==> src/rtl/fact_pkg.sv <==
// Shared definitions for the factorial scheduler: FSM encoding, operand/result
// widths and the captured response record.
package fact_pkg;

  localparam int FACT_N_W   = 4;
  localparam int FACT_NF_W  = 32;
  localparam int FACT_N_MAX = 12;

  typedef enum logic [1:0] {
    ST_IDLE   = 2'd0,
    ST_LAUNCH = 2'd1,
    ST_WAIT   = 2'd2,
    ST_RESP   = 2'd3
  } fact_state_e;

  typedef struct packed {
    logic                 err;
    logic                 timeout;
    logic [FACT_NF_W-1:0] nf;
  } fact_resp_t;

endpackage : fact_pkg

==> src/rtl/rr_arbiter.sv <==
// Combinational round-robin arbiter: the first requester at or after rr_ptr
// (wrapping at NREQ) wins.
module rr_arbiter #(
  parameter  int NREQ = 4,
  localparam int ID_W = $clog2(NREQ)
) (
  input  logic [NREQ-1:0] req,
  input  logic [ID_W-1:0] rr_ptr,
  output logic            gnt_valid,
  output logic [ID_W-1:0] gnt_id
);

  logic [ID_W:0]   sum;
  logic [ID_W-1:0] idx;

  always_comb begin
    // NOTE: every variable written here gets a default first; a path that
    // skipped an assignment would otherwise infer a latch.
    gnt_valid = 1'b0;
    gnt_id    = '0;
    sum       = '0;
    idx       = '0;
    // Walk from the farthest slot back towards rr_ptr so the nearest one wins.
    for (int k = NREQ - 1; k >= 0; k--) begin
      sum = {1'b0, rr_ptr} + (ID_W + 1)'(k);
      idx = (sum >= (ID_W + 1)'(NREQ)) ? ID_W'(sum - (ID_W + 1)'(NREQ))
                                       : sum[ID_W-1:0];
      if (req[idx]) begin
        gnt_valid = 1'b1;
        gnt_id    = idx;
      end
    end
  end

endmodule : rr_arbiter

==> src/rtl/fact_sched.sv <==
// Shares one factorial engine among NREQ requesters: round-robin grant, one
// start pulse per job, bounded wait for done/err, tagged response handshake.
module fact_sched
  import fact_pkg::*;
#(
  parameter  int NREQ    = 4,
  parameter  int TIMEOUT = 64,
  localparam int ID_W    = $clog2(NREQ)
) (
  input  logic                     clk,
  input  logic                     rst,
  input  logic [NREQ-1:0]          req,
  input  logic [FACT_N_W*NREQ-1:0] req_n,
  output logic [NREQ-1:0]          ack,
  output logic                     resp_valid,
  output logic [ID_W-1:0]          resp_id,
  output logic [FACT_NF_W-1:0]     resp_nf,
  output logic                     resp_err,
  output logic                     resp_timeout,
  input  logic                     resp_ready,
  output logic                     busy,
  output logic [FACT_N_W-1:0]      fact_n,
  output logic                     fact_go,
  input  logic                     fact_done,
  input  logic                     fact_err,
  input  logic [FACT_NF_W-1:0]     fact_nf
);

  localparam int                CNT_W    = (TIMEOUT > 1) ? $clog2(TIMEOUT) : 1;
  localparam logic [CNT_W-1:0]  CNT_LAST = CNT_W'(TIMEOUT - 1);

  fact_state_e           state_q,  state_d;
  logic [ID_W-1:0]       rr_ptr_q, rr_ptr_d;
  logic [ID_W-1:0]       cur_id_q, cur_id_d;
  logic [FACT_N_W-1:0]   fact_n_q, fact_n_d;
  logic [CNT_W-1:0]      cnt_q,    cnt_d;
  fact_resp_t            resp_q,   resp_d;

  logic                  gnt_valid;
  logic [ID_W-1:0]       gnt_id;

  rr_arbiter #(
    .NREQ (NREQ)
  ) u_arb (
    .req       (req),
    .rr_ptr    (rr_ptr_q),
    .gnt_valid (gnt_valid),
    .gnt_id    (gnt_id)
  );

  always_comb begin
    state_d  = state_q;
    rr_ptr_d = rr_ptr_q;
    cur_id_d = cur_id_q;
    fact_n_d = fact_n_q;
    cnt_d    = cnt_q;
    resp_d   = resp_q;
    ack      = '0;
    fact_go  = 1'b0;

    unique case (state_q)
      ST_IDLE: begin
        if (gnt_valid) begin
          cur_id_d = gnt_id;
          for (int i = 0; i < NREQ; i++) begin
            if (gnt_id == ID_W'(i)) fact_n_d = req_n[i*FACT_N_W +: FACT_N_W];
          end
          state_d = ST_LAUNCH;
        end
      end

      ST_LAUNCH: begin
        fact_go          = 1'b1;
        ack[cur_id_q]    = 1'b1;
        rr_ptr_d         = (cur_id_q == ID_W'(NREQ - 1)) ? '0 : cur_id_q + 1'b1;
        cnt_d            = '0;
        state_d          = ST_WAIT;
      end

      ST_WAIT: begin
        // Error outranks a simultaneous done; results are zeroed on any failure.
        if (fact_err) begin
          resp_d  = '{err: 1'b1, timeout: 1'b0, nf: '0};
          state_d = ST_RESP;
        end else if (fact_done) begin
          resp_d  = '{err: 1'b0, timeout: 1'b0, nf: fact_nf};
          state_d = ST_RESP;
        end else if (cnt_q == CNT_LAST) begin
          resp_d  = '{err: 1'b1, timeout: 1'b1, nf: '0};
          state_d = ST_RESP;
        end else begin
          cnt_d = cnt_q + 1'b1;
        end
      end

      ST_RESP: begin
        if (resp_ready) state_d = ST_IDLE;
      end
    endcase
  end

  always_ff @(posedge clk or negedge rst) begin
    if (!rst) begin
      state_q  <= ST_IDLE;
      rr_ptr_q <= '0;
      cur_id_q <= '0;
      fact_n_q <= '0;
      cnt_q    <= '0;
      resp_q   <= '0;
    end else begin
      // NOTE: non-blocking updates so every register sees pre-edge values.
      state_q  <= state_d;
      rr_ptr_q <= rr_ptr_d;
      cur_id_q <= cur_id_d;
      fact_n_q <= fact_n_d;
      cnt_q    <= cnt_d;
      resp_q   <= resp_d;
    end
  end

  assign busy         = (state_q != ST_IDLE);
  assign resp_valid   = (state_q == ST_RESP);
  assign resp_id      = cur_id_q;
  assign resp_nf      = resp_q.nf;
  assign resp_err     = resp_q.err;
  assign resp_timeout = resp_q.timeout;
  assign fact_n       = fact_n_q;

endmodule : fact_sched

==> config.mk <==
export PLATFORM = sky130hd
export DESIGN_NAME = fact_sched
export DESIGN_NICKNAME = d
export VERILOG_FILES = /design/src/rtl/fact_pkg.sv /design/src/rtl/rr_arbiter.sv /design/src/rtl/fact_sched.sv
export SDC_FILE = /design/constraint.sdc
export NUM_CORES = 1
export LEC_CHECK = 0
export BUFFER_PORTS_ARGS = -buffer_cell sky130_fd_sc_hd__buf_2
export CORE_AREA = 2 2 67 76
export CTS_BUF_LIST = sky130_fd_sc_hd__clkbuf_8 sky130_fd_sc_hd__clkbuf_16
export DETAILED_ROUTE_END_ITERATION = 6
export DIE_AREA = 0 0 69 78
export PLACE_DENSITY_LB_ADDON = 0.05
export SLEW_MARGIN = 20
export SYNTH_ARGS = -nofsm -noshare
export SYNTH_HDL_FRONTEND = slang
export SYNTH_SLANG_ARGS = --single-unit
==> constraint.sdc <==
create_clock -name clk -period 3.1 [get_ports clk]
set_clock_uncertainty 0.2 [all_clocks]
set_input_delay 0.465 -clock clk [delete_from_list [all_inputs] [get_ports clk]]
set_output_delay 0.465 -clock clk [all_outputs]
set_load 0.01 [all_outputs]
* Yosys cells after proc, flatten, opt, wreduce, memory -nomap -nowiden *
Cells that the tools add are included.

word-level totals
  flip-flop bits (word level) = 50
  output and inout port bits = 47

operators by class
  multiplexer cells = 42
  $lt $le $gt $ge = 10
  eq/ne operators = 14
  add/sub/neg operators = 9
  reductions and logical operators = 12

operators by type and width
  operator                                                                      count
  34-bit two-way mux                                                            3
  2-bit two-way mux                                                             14
  4-bit two-way mux                                                             5
  6-bit two-way mux                                                             3
  2-bit by 3-bit less-than comparator with 1-bit output, second input constant  5
  6-bit one-hot mux with 2 select lines                                         1
  2-bit == test, second input constant                                          5
  1-bit two-way mux                                                             10
  3-bit greater-or-equal comparator, second input constant                      3
  1-bit binary-select mux with 2-bit select                                     4
  2-bit != test, second input constant                                          4
  2-bit one-hot mux with 4 select lines                                         1
  2-bit by 1-bit subtractor with 2-bit output, second input constant            4
  2-bit by 2-bit adder with 3-bit output, second input constant                 2
  6-bit by 1-bit adder with 6-bit output, second input constant                 1
  6-bit == test, second input constant                                          1
  3-bit AND reduction                                                           2
  2-bit by 1-bit == test with 1-bit output, second input constant               2
  2-bit zero test                                                               2
  4-bit != test, second input constant                                          1
  2-bit AND reduction                                                           2
  4-bit AND reduction                                                           1
  2-bit nonzero test                                                            2
  4-bit nonzero test                                                            1
  other kinds (8)                                                               8

* Logic depth before layout (Yosys ltp) *
  word-level depth = 14
  gate-level depth with buffers = 7

* Cells and area by module *
From an unflattened synthesis, not the netlist that was laid out.

unflattened totals
  cell total of the unflattened synthesis = 286
  area total of the unflattened synthesis = 2798.9 um^2

modules (own cells, without submodules)
  module      area each (um^2)  seq. area each (um^2)  times used  cells each
  fact_sched  2721.4            1251.2                 1           273
  rr_arbiter  77.6              0.0                    1           13

* Least setup slack after synthesis *
OpenSTA, ideal clock, no wires.

  path type = in2reg
  start point = input port req[1]
  end point = register state_q[1]
  stages on the path = 3
  arrival = 1.564 ns
  buffers on the path = 0
  required time = 2.775 ns
  library setup time = 0.125 ns
  setup slack = 1.211 ns
  path through = or4_4 -> o221ai_2 -> mux2_2

on the way
  cells in the longest elaborated chain, start to end = 8
  elaborated cells on any way between the ends = 14

ends and longest elaborated chain
  element                                    line               RTL
  start, declared                            fact_sched.sv:12   input logic [NREQ-1:0] req,
  1-bit binary-select mux with 2-bit select  rr_arbiter.sv:28   if (req[idx]) begin
  1-bit two-way mux (implied by the code)    rr_arbiter.sv:28
  1-bit two-way mux (3 in a row)             rr_arbiter.sv:28
  1-bit two-way mux (*)                      rr_arbiter.sv:28
  2-bit != test (no line) (*)                --
  3-bit AND reduction (no line) (*)          --
  end signal, assigned                       fact_sched.sv:112  state_q <= state_d;
  end, declared                              fact_sched.sv:32   fact_state_e state_q, state_d;

Mark *: on every way between the ends. The rest lies on a longest branch, timed or not. The select of a mux whose other input is x is not followed.
A chain may end at the register's enable or synchronous reset.

* Worst setup path in the final report *
  start point = register cnt_q[0]
  end point = register cnt_q[3]

on the way
  cells in the longest elaborated chain, start to end = 5
  elaborated cells on any way between the ends = 8

ends and longest elaborated chain
  element                                 line               RTL
  start, declared                         fact_sched.sv:36   logic [CNT_W-1:0] cnt_q, cnt_d;
  start signal, assigned                  fact_sched.sv:116  cnt_q <= cnt_d;
  6-bit by 1-bit adder with 6-bit output  fact_sched.sv:92   cnt_d = cnt_q + 1'b1;
  6-bit two-way mux                       fact_sched.sv:88   end else if (cnt_q == CNT_LAST) begin
  6-bit two-way mux                       fact_sched.sv:85   end else if (fact_done) begin
  6-bit two-way mux                       fact_sched.sv:82   if (fact_err) begin
  6-bit one-hot mux with 2 select lines   fact_sched.sv:61   unique case (state_q)

Several ways; a longest one is shown, not always the timed one. The select of a mux whose other input is x is not followed.

==> results.json <==
{
  "antenna_found_initial": 0,
  "cp-end-kind": "flip-flop",
  "max_slew.worst_pin.slew_ps": 838,
  "layout_min_cycle_time_ps": 2230,
  "synth_nets": 253,
  "power_uw": 2730,
  "gp_routability_congestion": 0.827,
  "use_met3_pct": 6.36,
  "first_iter_violations": 62,
  "placed_cells": 339,
  "io_pins": 104,
  "hold_violations": 50,
  "cp_max_fo": 12,
  "track_usage_pct": 18.6,
  "cts_sinks": 50,
  "die-area_um2": 5380,
  "yosysSeqAreaShare_pct": 55.7,
  "slew_viol_final": 0,
  "die_h_um": 78,
  "arrival_ps": 2190,
  "total_leakage_power_uw": 0.00159,
  "ctsLongestPathBuffers": 2,
  "hold_path_class": "input pin to async pin",
  "grt_max_degree": 51,
  "violations": "negative hold slack",
  "cts.clk_slew.worst_paths_ps": 80,
  "r2r-end": "cnt_q[3]",
  "cts_setup_buffers": 0,
  "setup_tns_ps": 0,
  "grt_pass1_wl_um": 8090,
  "fin_nets": 356,
  "layout_common_cells": "buf_2, dfrtp_1, a22o_1",
  "critPathLaunchType": "flip-flop",
  "grt_overflow": 0,
  "fmax_mhz": 447,
  "synth_cells": 187,
  "synth.distinct_cells": 30,
  "p_per_area_nw_per_um2": 933,
  "syn_area_per_cell_um2": 12.0,
  "synth_area_um2": 2250,
  "outcome": "complete, but fails checks",
  "area_delta_synth_final_pct": 30.2,
  "final.period_utilization_pct": 72.1,
  "drc": 0,
  "rsz0062_at_grt": "no",
  "use_met1_pct": 23.8,
  "reg2reg_depth": 6,
  "final_common_cell": "buf_2",
  "core_area_um2": 4550,
  "numCtsBuffers": 5,
  "met2_usage_pct": 30.0,
  "cp_common_cell": "nand2_1",
  "regToRegStartpoint": "cnt_q[0]",
  "drv_cap": 0,
  "ctsRootBufferMaster": "clkbuf_8",
  "path_class": "flip-flop to flip-flop",
  "vias_per_cell": 5.19,
  "grt_pass1_vias": 1734,
  "post-route-util_pct": 64.2,
  "ant_nets": 0,
  "cts_tree": "done",
  "critPathRequiredTime_ps": 3050,
  "synth_warnings": 0,
  "drive_above_1_share_pct": 42.3,
  "whs_ps": -37.9,
  "dp_slack_ps": 886,
  "slew_headroom_pct": 43.9,
  "cpPeakStageDelay_ps": 690,
  "antennaDiodeCount": 0,
  "setup_viol": 0,
  "rrSetupSlack_ps": 870,
  "drtPass1Iterations": 4,
  "die_w_um": 69,
  "setup_ws_ps": 865,
  "ys_ff_latch": 50,
  "htree_levels": 2,
  "fin_cells": 347,
  "wl_per_cell_um": 13.4,
  "vias": 1801,
  "worstSkewPairLatency_ps": 290,
  "start_util_pct": 49.3,
  "irDropWorstVdd_v": 0.000507,
  "cts_resized": 0,
  "busiest_layer": "met2",
  "dp_hpwl_um": 3370,
  "portBuffers": 103,
  "critPathSlowestCell": "o211ai_1",
  "detail_route.wirelength_um": 4660,
  "cp_cell_sequence": "ha_1 -> nand2_1 -> o211ai_1 -> mux2_2 -> nand2_1 -> o31ai_1",
  "fp-row-count": 26,
  "hold_buffers": 0
}
-- state kept, by name (all words and copies together) (netlist names) --
register	cells
fact_n	4
cnt_q	6
resp_id	2
resp_nf	32
resp_timeout	1
rr_ptr_q	2
resp_err	1
state_q	2
-- synth_stat cells --
library cell | count | area share, %
xor2_1 | 2 | 0.78
buf_2 | 4 | 0.89
nand3_1 | 7 | 1.6
inv_1 | 11 | 1.8
o221ai_1 | 4 | 1.6
o31ai_1 | 1 | 0.33
o211ai_1 | 1 | 0.33
o311ai_0 | 1 | 0.39
nand2_1 | 11 | 1.8
mux2i_1 | 9 | 4.0
and3b_1 | 1 | 0.39
nor2_1 | 7 | 1.2
nor2b_1 | 1 | 0.28
dfrtp_1 | 50 | 56
ha_1 | 9 | 5.0
or4_4 | 2 | 1.0
o22ai_1 | 1 | 0.28
clkbuf_1 | 5 | 0.84
and3_2 | 1 | 0.33
xnor2_1 | 1 | 0.39
a21oi_1 | 5 | 1.1
mux2_2 | 4 | 2.0
o21ai_0 | 6 | 1.3
nand2_4 | 1 | 0.50
and2_1 | 5 | 1.4
o2bb2a_1 | 1 | 0.45
o221ai_2 | 1 | 0.67
nand2b_1 | 2 | 0.56
o31ai_2 | 1 | 0.56
a22o_1 | 32 | 12
-- logic make-up (layout without fill, tap and decap cells) --
group	count (synthesis)	after routing	synth area share, %
buffers and inverters	20	124	3.57
and+or+nand+nor	38	38	9.03
xor gates and xnor gates	3	3	1.17
adders and majority gates	9	9	5.01
AOI/OAI and AO/OA	54	54	19.5
DFF	50	50	55.7
muxes	13	13	6.02
-- critical path, delay by kind of cell (launching register included) --
kind,cells,cell delay [ps]
compound gates,2,750
simple gates,2,140
mux,1,410
fa+ha+maj,1,210
flops,1,390
-- stage by stage --
step	hold WS, ps	area [um2]
final	-37.9	2920
after global routing	11.1	2920
after CTS	168	2920
after detailed placement	276	2820
after global placement	265	2820
after floorplan	-30.6	2250
-- final cells by class --
class,instances,area [um2]
clock buffer,7,96.3
clock inverter,1,8.76
fill,393,1630
inverter,11,41.3
multi-input combinational,117,923
sequential,50,1250
tap,56,70.1
timing repair buffer,105,533
-- how the worst max path moves through the flow --
| stage | start | endpoint | slack, ps | cells after the start |
|---|---|---|---|---|
| 2_1_floorplan | req[1] | state_q[1] | 1210 | 3 |
| 3_3_place_gp | cnt_q[0] | state_q[1] | 970 | 5 |
| 3_5_place_dp | cnt_q[0] | cnt_q[3] | 890 | 6 |
| 4_1_cts | cnt_q[0] | cnt_q[3] | 880 | 6 |
| 5_1_grt | cnt_q[0] | state_q[1] | 720 | 5 |
| 6_report | cnt_q[0] | cnt_q[3] | 870 | 6 |
-- per-layer routing --
metal	part of all wire [%]	up-vias
met4	1.2	0
met5	0	-
li1	-	892
met3	7.9	8
met1	45	826
met2	46	75
-- power by group --
group | internal (uW) | leakage [uW] | switching, uW
Combinational | 577 | 0.000881 | 617
Clock | 204 | 0.0000544 | 202
Sequential | 948 | 0.000657 | 180
Total | 1730 | 0.00159 | 999
(Power assumes the default switching activity.)
